File: config.mk
export PLATFORM = sky130hd
export DESIGN_NAME = game_dialog_char_src
export DESIGN_NICKNAME = d
export VERILOG_FILES = /design/src/rtl/game_dialog_char_src.sv
export SDC_FILE = /design/constraint.sdc
export NUM_CORES = 1
export LEC_CHECK = 0
export ABC_AREA = 1
export BUFFER_PORTS_ARGS = -buffer_cell sky130_fd_sc_hd__buf_4
export CAP_MARGIN = 0
export CORE_ASPECT_RATIO = 1.5
export CORE_MARGIN = 3
export CORE_UTILIZATION = 62
export CTS_CLUSTER_SIZE = 40
export DETAILED_ROUTE_END_ITERATION = 8
export PLACE_DENSITY = 0.79
export SYNTH_ARGS = -nofsm -noshare
export SYNTH_HDL_FRONTEND = slang
export SYNTH_SLANG_ARGS = --single-unit
File: constraint.sdc
create_clock -name clk -period 2.4 [get_ports clk]
set_input_delay 0.48 -clock clk [delete_from_list [all_inputs] [get_ports clk]]
set_output_delay 0.48 -clock clk [all_outputs]
set_load 0.01 [all_outputs]
File: src/rtl/game_dialog_char_src.sv
// game_dialog_char_src
//   Character source for a typewriter-style dialog box. For the character cell
//   and glyph line being scanned, it returns the 8-pixel glyph line of the
//   selected message. The message is revealed one character per REVEAL_FRAMES
//   frames, and the skip input can reveal it in full at once.
//
// Ports
//   clk              rising-edge clock
//   rst              synchronous reset, active low
//   char_xy          [4:0] column 0..31, [7:5] row 0..3
//   char_line        glyph line 0..15 within the cell
//   dialog_sel       0/7 = no dialog, 1..6 = message number
//   vblnk            vertical blank; its rising edge is the frame tick
//   skip             level; shows the whole message immediately
//   char_line_pixels glyph line, bit 7 = leftmost pixel (2-cycle latency)
//   reveal_done      1 while the whole message is visible (HOLD)
module game_dialog_char_src #(
  parameter int REVEAL_FRAMES = 2,
  parameter int TEXT_COLS     = 32,
  parameter int TEXT_ROWS     = 4
) (
  input  logic       clk,
  input  logic       rst,
  input  logic [7:0] char_xy,
  input  logic [3:0] char_line,
  input  logic [2:0] dialog_sel,
  input  logic       vblnk,
  input  logic       skip,
  output logic [7:0] char_line_pixels,
  output logic       reveal_done
);

  typedef enum logic [1:0] {IDLE, REVEAL, HOLD} state_t;

  localparam logic [7:0] CELLS      = 8'(TEXT_COLS * TEXT_ROWS);
  localparam logic [7:0] COLS8      = 8'(TEXT_COLS);
  localparam logic [3:0] ROWS4      = 4'(TEXT_ROWS);
  localparam logic [3:0] FRAME_LAST = 4'(REVEAL_FRAMES - 1);
  localparam logic [6:0] SPACE      = 7'h20;

  // Message text: each message occupies the first ten cells of row 0; the last
  // cell of every message carries a '*' marker. All other cells are spaces.
  function automatic logic [6:0] text_code(input logic [2:0] msg, input logic [6:0] idx);
    logic [79:0] s;
    int          i;
    s = "          ";
    case (msg)
      3'd1:    s = "HELLO!    ";
      3'd2:    s = "GO NOW    ";
      3'd3:    s = "A KEY     ";
      3'd4:    s = "LOOK HIGH ";
      3'd5:    s = "I WIN     ";
      3'd6:    s = "NO GO     ";
      default: s = "          ";
    endcase
    i = int'(idx);
    text_code = SPACE;
    if (idx == 7'd127)
      text_code = 7'h2A;
    else if (i < 10)
      text_code = s[8*(9-i) +: 7];
  endfunction

  // Font ROM: 8x8 glyphs drawn on lines 4..11 of the 16-line cell, top row in
  // the most significant byte. Codes without a glyph render blank.
  function automatic logic [7:0] font_line(input logic [6:0] code, input logic [3:0] line);
    logic [63:0] g;
    int          l;
    case (code)
      7'h21:   g = 64'h1818_1818_1800_1800; // !
      7'h2A:   g = 64'h0066_3CFF_3C66_0000; // *
      7'h41:   g = 64'h183C_6666_7E66_6600; // A
      7'h45:   g = 64'h7E60_607C_6060_7E00; // E
      7'h47:   g = 64'h3C66_606E_6666_3C00; // G
      7'h48:   g = 64'h6666_667E_6666_6600; // H
      7'h49:   g = 64'h3C18_1818_1818_3C00; // I
      7'h4B:   g = 64'h666C_7870_786C_6600; // K
      7'h4C:   g = 64'h6060_6060_6060_7E00; // L
      7'h4E:   g = 64'h6676_7E7E_6E66_6600; // N
      7'h4F:   g = 64'h3C66_6666_6666_3C00; // O
      7'h57:   g = 64'h6363_636B_7F77_6300; // W
      7'h59:   g = 64'h6666_663C_1818_1800; // Y
      default: g = 64'h0;
    endcase
    l = int'(line);
    font_line = 8'h00;
    if (l >= 4 && l <= 11)
      font_line = g[8*(11-l) +: 8];
  endfunction

  state_t      r_state, w_state_nxt;
  logic [7:0]  r_reveal_cnt, w_reveal_nxt;
  logic [3:0]  r_frame_cnt, w_frame_nxt;
  logic [2:0]  r_sel_d;
  logic        r_vblnk_d;
  logic        r_done;
  logic [6:0]  r_code_p1;
  logic [3:0]  r_line_p1;
  logic [7:0]  r_pix_p2;

  logic [2:0]  w_sel;
  logic        w_sel_chg;
  logic        w_tick;
  logic [2:0]  w_row;
  logic [4:0]  w_col;
  logic [7:0]  w_idx;
  logic [6:0]  w_code;

  assign w_sel     = (dialog_sel == 3'd7) ? 3'd0 : dialog_sel;
  assign w_sel_chg = (w_sel != r_sel_d);
  assign w_tick    = vblnk & ~r_vblnk_d;
  assign w_row     = char_xy[7:5];
  assign w_col     = char_xy[4:0];
  assign w_idx     = ({5'd0, w_row} * COLS8) + {3'd0, w_col};

  always_comb begin
    w_state_nxt  = r_state;
    w_reveal_nxt = r_reveal_cnt;
    w_frame_nxt  = r_frame_cnt;
    case (r_state)
      IDLE: begin
        if (w_sel != 3'd0) begin
          w_state_nxt  = REVEAL;
          w_reveal_nxt = 8'd0;
          w_frame_nxt  = 4'd0;
        end
      end
      REVEAL, HOLD: begin
        // A message change outranks skip and ticks in the same cycle.
        if (w_sel_chg) begin
          w_state_nxt  = (w_sel == 3'd0) ? IDLE : REVEAL;
          w_reveal_nxt = 8'd0;
          w_frame_nxt  = 4'd0;
        end else if (skip || r_state == HOLD) begin
          w_state_nxt  = HOLD;
          w_reveal_nxt = CELLS;
        end else if (w_tick) begin
          if (r_frame_cnt >= FRAME_LAST) begin
            w_frame_nxt = 4'd0;
            if (r_reveal_cnt >= CELLS - 8'd1) begin
              w_reveal_nxt = CELLS;
              w_state_nxt  = HOLD;
            end else begin
              w_reveal_nxt = r_reveal_cnt + 8'd1;
            end
          end else begin
            w_frame_nxt = r_frame_cnt + 4'd1;
          end
        end
      end
      default: w_state_nxt = IDLE;
    endcase
  end

  always_comb begin
    w_code = text_code(r_sel_d, w_idx[6:0]);
    if (r_state == IDLE || {1'b0, w_row} >= ROWS4 || w_idx >= r_reveal_cnt)
      w_code = SPACE;
  end

  always_ff @(posedge clk) begin
    if (!rst) begin
      r_state      <= IDLE;
      r_reveal_cnt <= 8'd0;
      r_frame_cnt  <= 4'd0;
      r_sel_d      <= 3'd0;
      r_vblnk_d    <= 1'b0;
      r_done       <= 1'b0;
      r_code_p1    <= 7'd0;
      r_line_p1    <= 4'd0;
      r_pix_p2     <= 8'd0;
    end else begin
      r_state      <= w_state_nxt;
      r_reveal_cnt <= w_reveal_nxt;
      r_frame_cnt  <= w_frame_nxt;
      r_sel_d      <= w_sel;
      r_vblnk_d    <= vblnk;
      r_done       <= (w_state_nxt == HOLD);
      // stage 1: masked character code and glyph line
      r_code_p1    <= w_code;
      r_line_p1    <= char_line;
      // stage 2: font ROM output
      r_pix_p2     <= font_line(r_code_p1, r_line_p1);
    end
  end

  assign char_line_pixels = r_pix_p2;
  assign reveal_done      = r_done;

endmodule

==> reports/results.ini, run 1 <==
[outcome]
outcome = complete, no violations

[worst_setup_path]
reg2reg_depth = 10
crit_chain = inv_1 -> ha_1 -> nor2_2 -> inv_1 -> nor2_1 -> nand3_4 -> nand3_2 -> nor2_2 -> nor2_1 -> nor2_1
critPathArrivalTime_ps = 2200
criticalPathCategory = reg -> reg
cp.buffers_inverters = 2
cp_top_family = simple AND/OR/NAND/NOR gates
start_kind = flop
cpPeakStageDelay_ps = 380
crit_fanout = 11
cp_slowest_cell = dfxtp_1
crit_required_ps = 2580
critical_path_depth = 10
cp-end-kind = flop
cp_common_cell = nor2_1

[clocking]
cts_made_buffers = 5
cts_sinks = 38
cts_setup_buffers = 0
clk_latency_ps = 300
cts.htree.levels = 2
cts_tree = yes
postCtsResizedCells = 0
hold_buffers = 0
cts_root_buffer = clkbuf_8
clkTransAtPathRegs_ps = 70
clk_path_buf_depth = 2

[logic_synthesis]
syn_nets = 676
synth_common_cells = nand2_1 (171), nor2_1 (106), inv_1 (79)
synth_area_um2 = 3690
syn_area_per_cell_um2 = 5.80
synth.most_common_cell = nand2_1
synthesis.instances = 637
netlist_top_cells_area = dfxtp_1 (21%), nand2_1 (17%), nor2_1 (11%)
ys_ff_latch = 38
yosysTopAreaCell = dfxtp_1
async_flop_share_pct = 0
yosysWarningCount = 0
synth_edf_count = 0
synthDistinctLibCells = 42
synth_top_cell_area_share_pct = 20.6
synth-main-ff-cell = dfxtp_1
yosysSeqAreaShare_pct = 20.6

[die]
start_util_pct = 65.8
fp.dieW_um = 69.0
design.core.area_um2 = 5620
die_y_um = 101
die-area_um2 = 6940
top_level_ports = 28
std_cell_rows = 33

[global_routing]
first_global_vias = 4249
grt_pass1_wl_um = 18100
track_usage_pct = 32.0
overflow = 0
antenna_found_initial = 0
grt_max_degree = 16

[routing]
wire_per_inst_um = 14.9
drtIter0Drc = 195
num_vias = 4227
antenna_left = 0
first_pass_iters = 5
route.detailed.drc = 0
totalWireLength_um = 10900
viasPerCell = 5.77

[placed_design]
dpl.cell_count = 725
portBuffers = 27
dp_slack_ps = 176
hpwl_um = 8800
place.gp.congestion = 0.974

[layout]
n_antenna_cell = 0
stdcell_count = 732
nFillCells = 500
drive_gt1_share_pct = 11.8
syn2layout_area_growth_pct = 9.25
layout.nets = 701

[timing]
hold_viol = 0
fmaxAchievable_ghz = 0.495
finalCritPeriodShare_pct = 84.1
setup_viol = 0
slew_viol_final = 0
slew_headroom_pct = 63.5
fin_tns_setup_ps = 0
timing.final.ws_setup_ps = 381
rsz0062_at_grt = false
tightest_slew_ps = 546
min_period_ps = 2020
fin_worst_skew_ps = 7.09

[hold_path]
hold_class = in -> reg
whs_path_depth = 3

[power]
p_leak_uw = 0.00209
peakVddDrop_mv = 0.375
powerDensity_nw_per_um2 = 398

[job]
drv_cap = 0

-- worst min-delay path, stage by stage --
cell,delay [ps]
buf_4,70
nand2_1,40
inv_1,40
-- cell type report --
type,instances,area [um^2],area share (%)
clock inverters,2,10.0,0.248
repair buffers,32,253,6.26
multi-input cells,498,2530,62.7
well taps,70,87.6,2.17
inverters,87,327,8.09
flip-flops and latches,38,761,18.9
clock buffers,5,68.8,1.71
-- stage by stage --
stage | utilization, % | hold slack [ps] | area [um^2] | power [uW]
3_3_place_gp | 70.5 | 429 | 3960 | 1170
5_1_grt | 71.9 | 378 | 4040 | 1690
6_report | 71.9 | 361 | 4040 | 1600
4_1_cts | 71.9 | 363 | 4040 | 1600
2_1_floorplan | - | 417 | 3690 | 1060
3_5_place_dp | 70.5 | 435 | 3960 | 1190
-- cell families (layout without fill, tap and decap cells) --
kind of cell             after synthesis  after routing  synth area share (%)
flip-flops                            38             38                  20.6
XOR/XNOR                               8              8                  2.30
AO/OA/AOI/OAI                         70             70                  11.0
adder cells (fa/ha/maj)               20             20                  6.78
buffers and inverters                101            126                  10.9
AND/OR/NAND/NOR                      400            400                  48.4
-- cells in the final DEF (no fill, tap or decap), drive strengths merged, types with 2 or more instances in the layout --
| cell type | synthesis | routed |
|---|---|---|
| nand2 | 181 | 181 |
| clkbuf | 5 | 5 |
| xnor2 | 2 | 2 |
| a21boi | 2 | 2 |
| nor2 | 113 | 113 |
| ha | 20 | 20 |
| buf | 9 | 32 |
| dfxtp | 38 | 38 |
| nand3 | 63 | 63 |
| nand4 | 25 | 25 |
| inv | 85 | 85 |
| nor3 | 14 | 14 |
| xor2 | 6 | 6 |
| o21ai | 31 | 31 |
| clkinv | 2 | 4 |
| a21oi | 31 | 31 |
-- sequential cells by signal, summed over array words and instances, names as in the netlist --
signal,cells
r_code_p1,7
r_reveal_cnt,8
r_frame_cnt,4
reveal_done,1
r_line_p1,4
r_vblnk_d,1
char_line_pixels,8
r_sel_d,3
r_state,2
-- report_power, final --
group          internal [uW]  leakage [uW]  switching (uW)
clock network            195     0.0000438             223
logic                    174       0.00174             337
registers                652      0.000309            23.6
total                   1020       0.00209             583
-- routing by layer --
layer  up-vias  GRT usage (%)  share of wire (%)
li1       2097              -                  -
met1      1894           28.2                 33
met2       175           65.1                 56
met3        61           4.69                4.9
met4         0           21.4                6.3
met5         -              0                  0
-- final timing paths --
path	startpoint	end	slack, ps
max reg2reg	r_state[0]	r_reveal_cnt[6]	380
max	r_state[0]	r_reveal_cnt[6]	380
min reg2reg	r_frame_cnt[3]	r_frame_cnt[3]	450
min	char_line[2]	r_line_p1[2]	360
(Power assumes the default switching activity.)
==> run 2: changes to the inputs <==
--- a/config.mk
+++ b/config.mk
@@ -10,10 +10,10 @@
 export CAP_MARGIN = 0
 export CORE_ASPECT_RATIO = 1.5
 export CORE_MARGIN = 3
-export CORE_UTILIZATION = 62
+export CORE_UTILIZATION = 56
 export CTS_CLUSTER_SIZE = 40
 export DETAILED_ROUTE_END_ITERATION = 8
-export PLACE_DENSITY = 0.79
+export PLACE_DENSITY = 0.75
 export SYNTH_ARGS = -nofsm -noshare
 export SYNTH_HDL_FRONTEND = slang
 export SYNTH_SLANG_ARGS = --single-unit
==> constraint.sdc (replaced) <==
create_clock -name clk -period 1.8 [get_ports clk]
set_input_delay 0.36 -clock clk [delete_from_list [all_inputs] [get_ports clk]]
set_output_delay 0.36 -clock clk [all_outputs]
set_load 0.01 [all_outputs]
==> run 2 against run 1 <==
Net effect:
- clock power is 120% higher
- count of clock-buffer cells in the layout up 1
- cell area grew 15%
- worst setup slack got worse by 370 ps
- critical path depth fell by 1
- critical path type unchanged
- largest power group is now the clock network
==> reports/results.ini, run 2 (synthesis gave the netlist of run 1 again) <==
[outcome]
outcome = complete, no violations  ; unchanged

[routing]
drtIter0Drc = 301  ; was 195
num_vias = 4590  ; was 4227
antenna_left = 0  ; unchanged
first_pass_iters = 6  ; was 5
wire_per_inst_um = 15.9  ; was 14.9 um
viasPerCell = 5.85  ; was 5.77
totalWireLength_um = 12500  ; was 10900 um
route.detailed.drc = 0  ; unchanged

[global_routing]
first_global_vias = 4260  ; was 4249
antenna_found_initial = 0  ; unchanged
grt_pass1_wl_um = 19100  ; was 18100 um
overflow = 0  ; unchanged
grt_max_degree = 14  ; was 16
track_usage_pct = 31.4  ; was 32.0%

[layout]
drive_gt1_share_pct = 24.6  ; was 11.8%
layout_commonest_cell = nand2_1  ; unchanged
n_antenna_cell = 0  ; unchanged
final_util_pct = 74.3  ; was 71.9%
final_cell_mix = nand2_1 (160), nor2_1 (91), inv_1 (76), buf_4 (76), nand3_1 (56)  ; was nand2_1 (171), nor2_1 (106), inv_1 (79)
syn2layout_area_growth_pct = 25.9  ; was 9.25%
stdcell_count = 784  ; was 732
layout.nets = 748  ; was 701

[timing]
hold_viol = 0  ; unchanged
setup_viol = 0  ; unchanged
fmaxAchievable_ghz = 0.559  ; was 0.495 GHz
rsz0062_at_grt = true  ; was false
finalCritPeriodShare_pct = 99.5  ; was 84.1%
slew_viol_final = 0  ; unchanged
slew_headroom_pct = 67.9  ; was 63.5%
fin_worst_skew_ps = 5.16  ; was 7.09 ps
tightest_slew_ps = 477  ; was 546 ps
min_period_ps = 1790  ; was 2020 ps

[die]
top_level_ports = 28  ; unchanged
fp.dieW_um = 72.3  ; was 69.0 um
die-area_um2 = 7630  ; was 6940 um^2
die_y_um = 105  ; was 101 um
start_util_pct = 59.0  ; was 65.8%
std_cell_rows = 35  ; was 33
design.core.area_um2 = 6260  ; was 5620 um^2

[clocking]
hold_buffers = 0  ; unchanged
cts_root_buffer = clkbuf_8  ; unchanged
clk_path_buf_depth = 2  ; unchanged
cts.htree.levels = 2  ; unchanged
cts_made_buffers = 5  ; unchanged
clkTransAtPathRegs_ps = 80  ; was 70 ps
cts_tree = yes  ; unchanged
cts_sinks = 38  ; unchanged
clk_latency_ps = 290  ; was 300 ps

[placed_design]
dpl.cell_count = 771  ; was 725
hpwl_um = 9150  ; was 8800 um
portBuffers = 27  ; unchanged
place.gp.congestion = 1.03  ; was 0.974

[power]
peakVddDrop_mv = 0.795  ; was 0.375 mV
p_leak_uw = 0.00239  ; was 0.00209 uW
powerDensity_nw_per_um2 = 573  ; was 398 nW/um^2

[worst_setup_path]
crit_fanout = 5  ; was 11
criticalPathCategory = reg -> reg  ; unchanged
crit_required_ps = 1990  ; was 2580 ps
cp-end-kind = flop  ; unchanged
start_kind = flop  ; unchanged
critPathArrivalTime_ps = 1980  ; was 2200 ps

[job]
drv_cap = 0  ; unchanged

[hold_path]
hold_class = in -> reg  ; unchanged

==> run 2: changes by cell type in the layout (fill, tap and decap cells not counted), moves of 3 or more <==
cell     previous run  this run
nor2_4              2         8
dfxtp_1            38        30
nand2_2             9        19
nand3_2             3         6
nor2_2              4        13
nor2_1            106        91
inv_1              79        76
nand2_1           171       160
nand3_1            59        56
buf_4              31        76
dfxtp_2             0         7
==> run 2: through the flow <==
stage                     hold WS (ps)  TNS [ps]  power, uW  cell area [um^2]  setup slack [ps]
after CTS                          246         0       2560              4420              23.5
after global placement             429      -783       1630              4270              -151
after floorplan                    417         0       1410              3690              42.8
final                              251         0       2670              4650              9.69
after detailed placement           439     -1340       1650              4270              -239
after global routing               259      -848       2790              4650              -114
==> run 2: timing repair <==
item,4_1_cts,5_1_grt
setup buffers,0,3
endpoints found under the hold margin,0,0
setup endpoints to repair,6,24
pin swaps,0,8
gates resized for setup,3,61
cloned,0,2
==> run 2: critical path, stage by stage, from the launching register on <==
cell	delay [ps]
dfxtp_1	430
inv_2	100
nand2_1	120
nor2_1	90
o21ai_0	400
nand3_1	150
a21oi_1	150
nand2_1	90
nor2_1	100
nor2_1	40
==> run 2: area by class of cell <==
type                            count  area [um^2]
Multi-Input combinational cell    500         2730
Fill cell                         519         1610
Sequential cell                    38          773
Timing Repair Buffer               77          582
Inverter                           87          330
Tap cell                           74         92.6
Clock buffer                        6         82.6
Clock inverter                      2         60.1
==> run 2: path summary, 6_finish.rpt <==
check | cells after the start | slack [ps] | to | startpoint
max | 9 | 10 | char_line_pixels[3] | r_code_p1[1]
min | 3 | 250 | r_line_p1[2] | char_line[2]
max reg2reg | 9 | 10 | char_line_pixels[3] | r_code_p1[1]
min reg2reg | 2 | 450 | r_frame_cnt[3] | r_frame_cnt[3]
==> run 2: report_power, final <==
part / switching, uW / internal (uW) / total [uW]
logic: 542 / 328 / 870
clock network: 313 / 591 / 905
registers: 23.8 / 869 / 893
==> run 2: layer usage <==
| metal | vias up | part of all wire [%] | global-route usage (%) | wire length [um] |
|---|---|---|---|---|
| met5 | - | 0 | 0 | 0 |
| met4 | 0 | 5.1 | 13.3 | 637 |
| met3 | 66 | 6.2 | 3.72 | 769 |
| met2 | 235 | 55 | 60.8 | 6830 |
| met1 | 2093 | 34 | 32.2 | 4260 |
| li1 | 2196 | - | - | - |
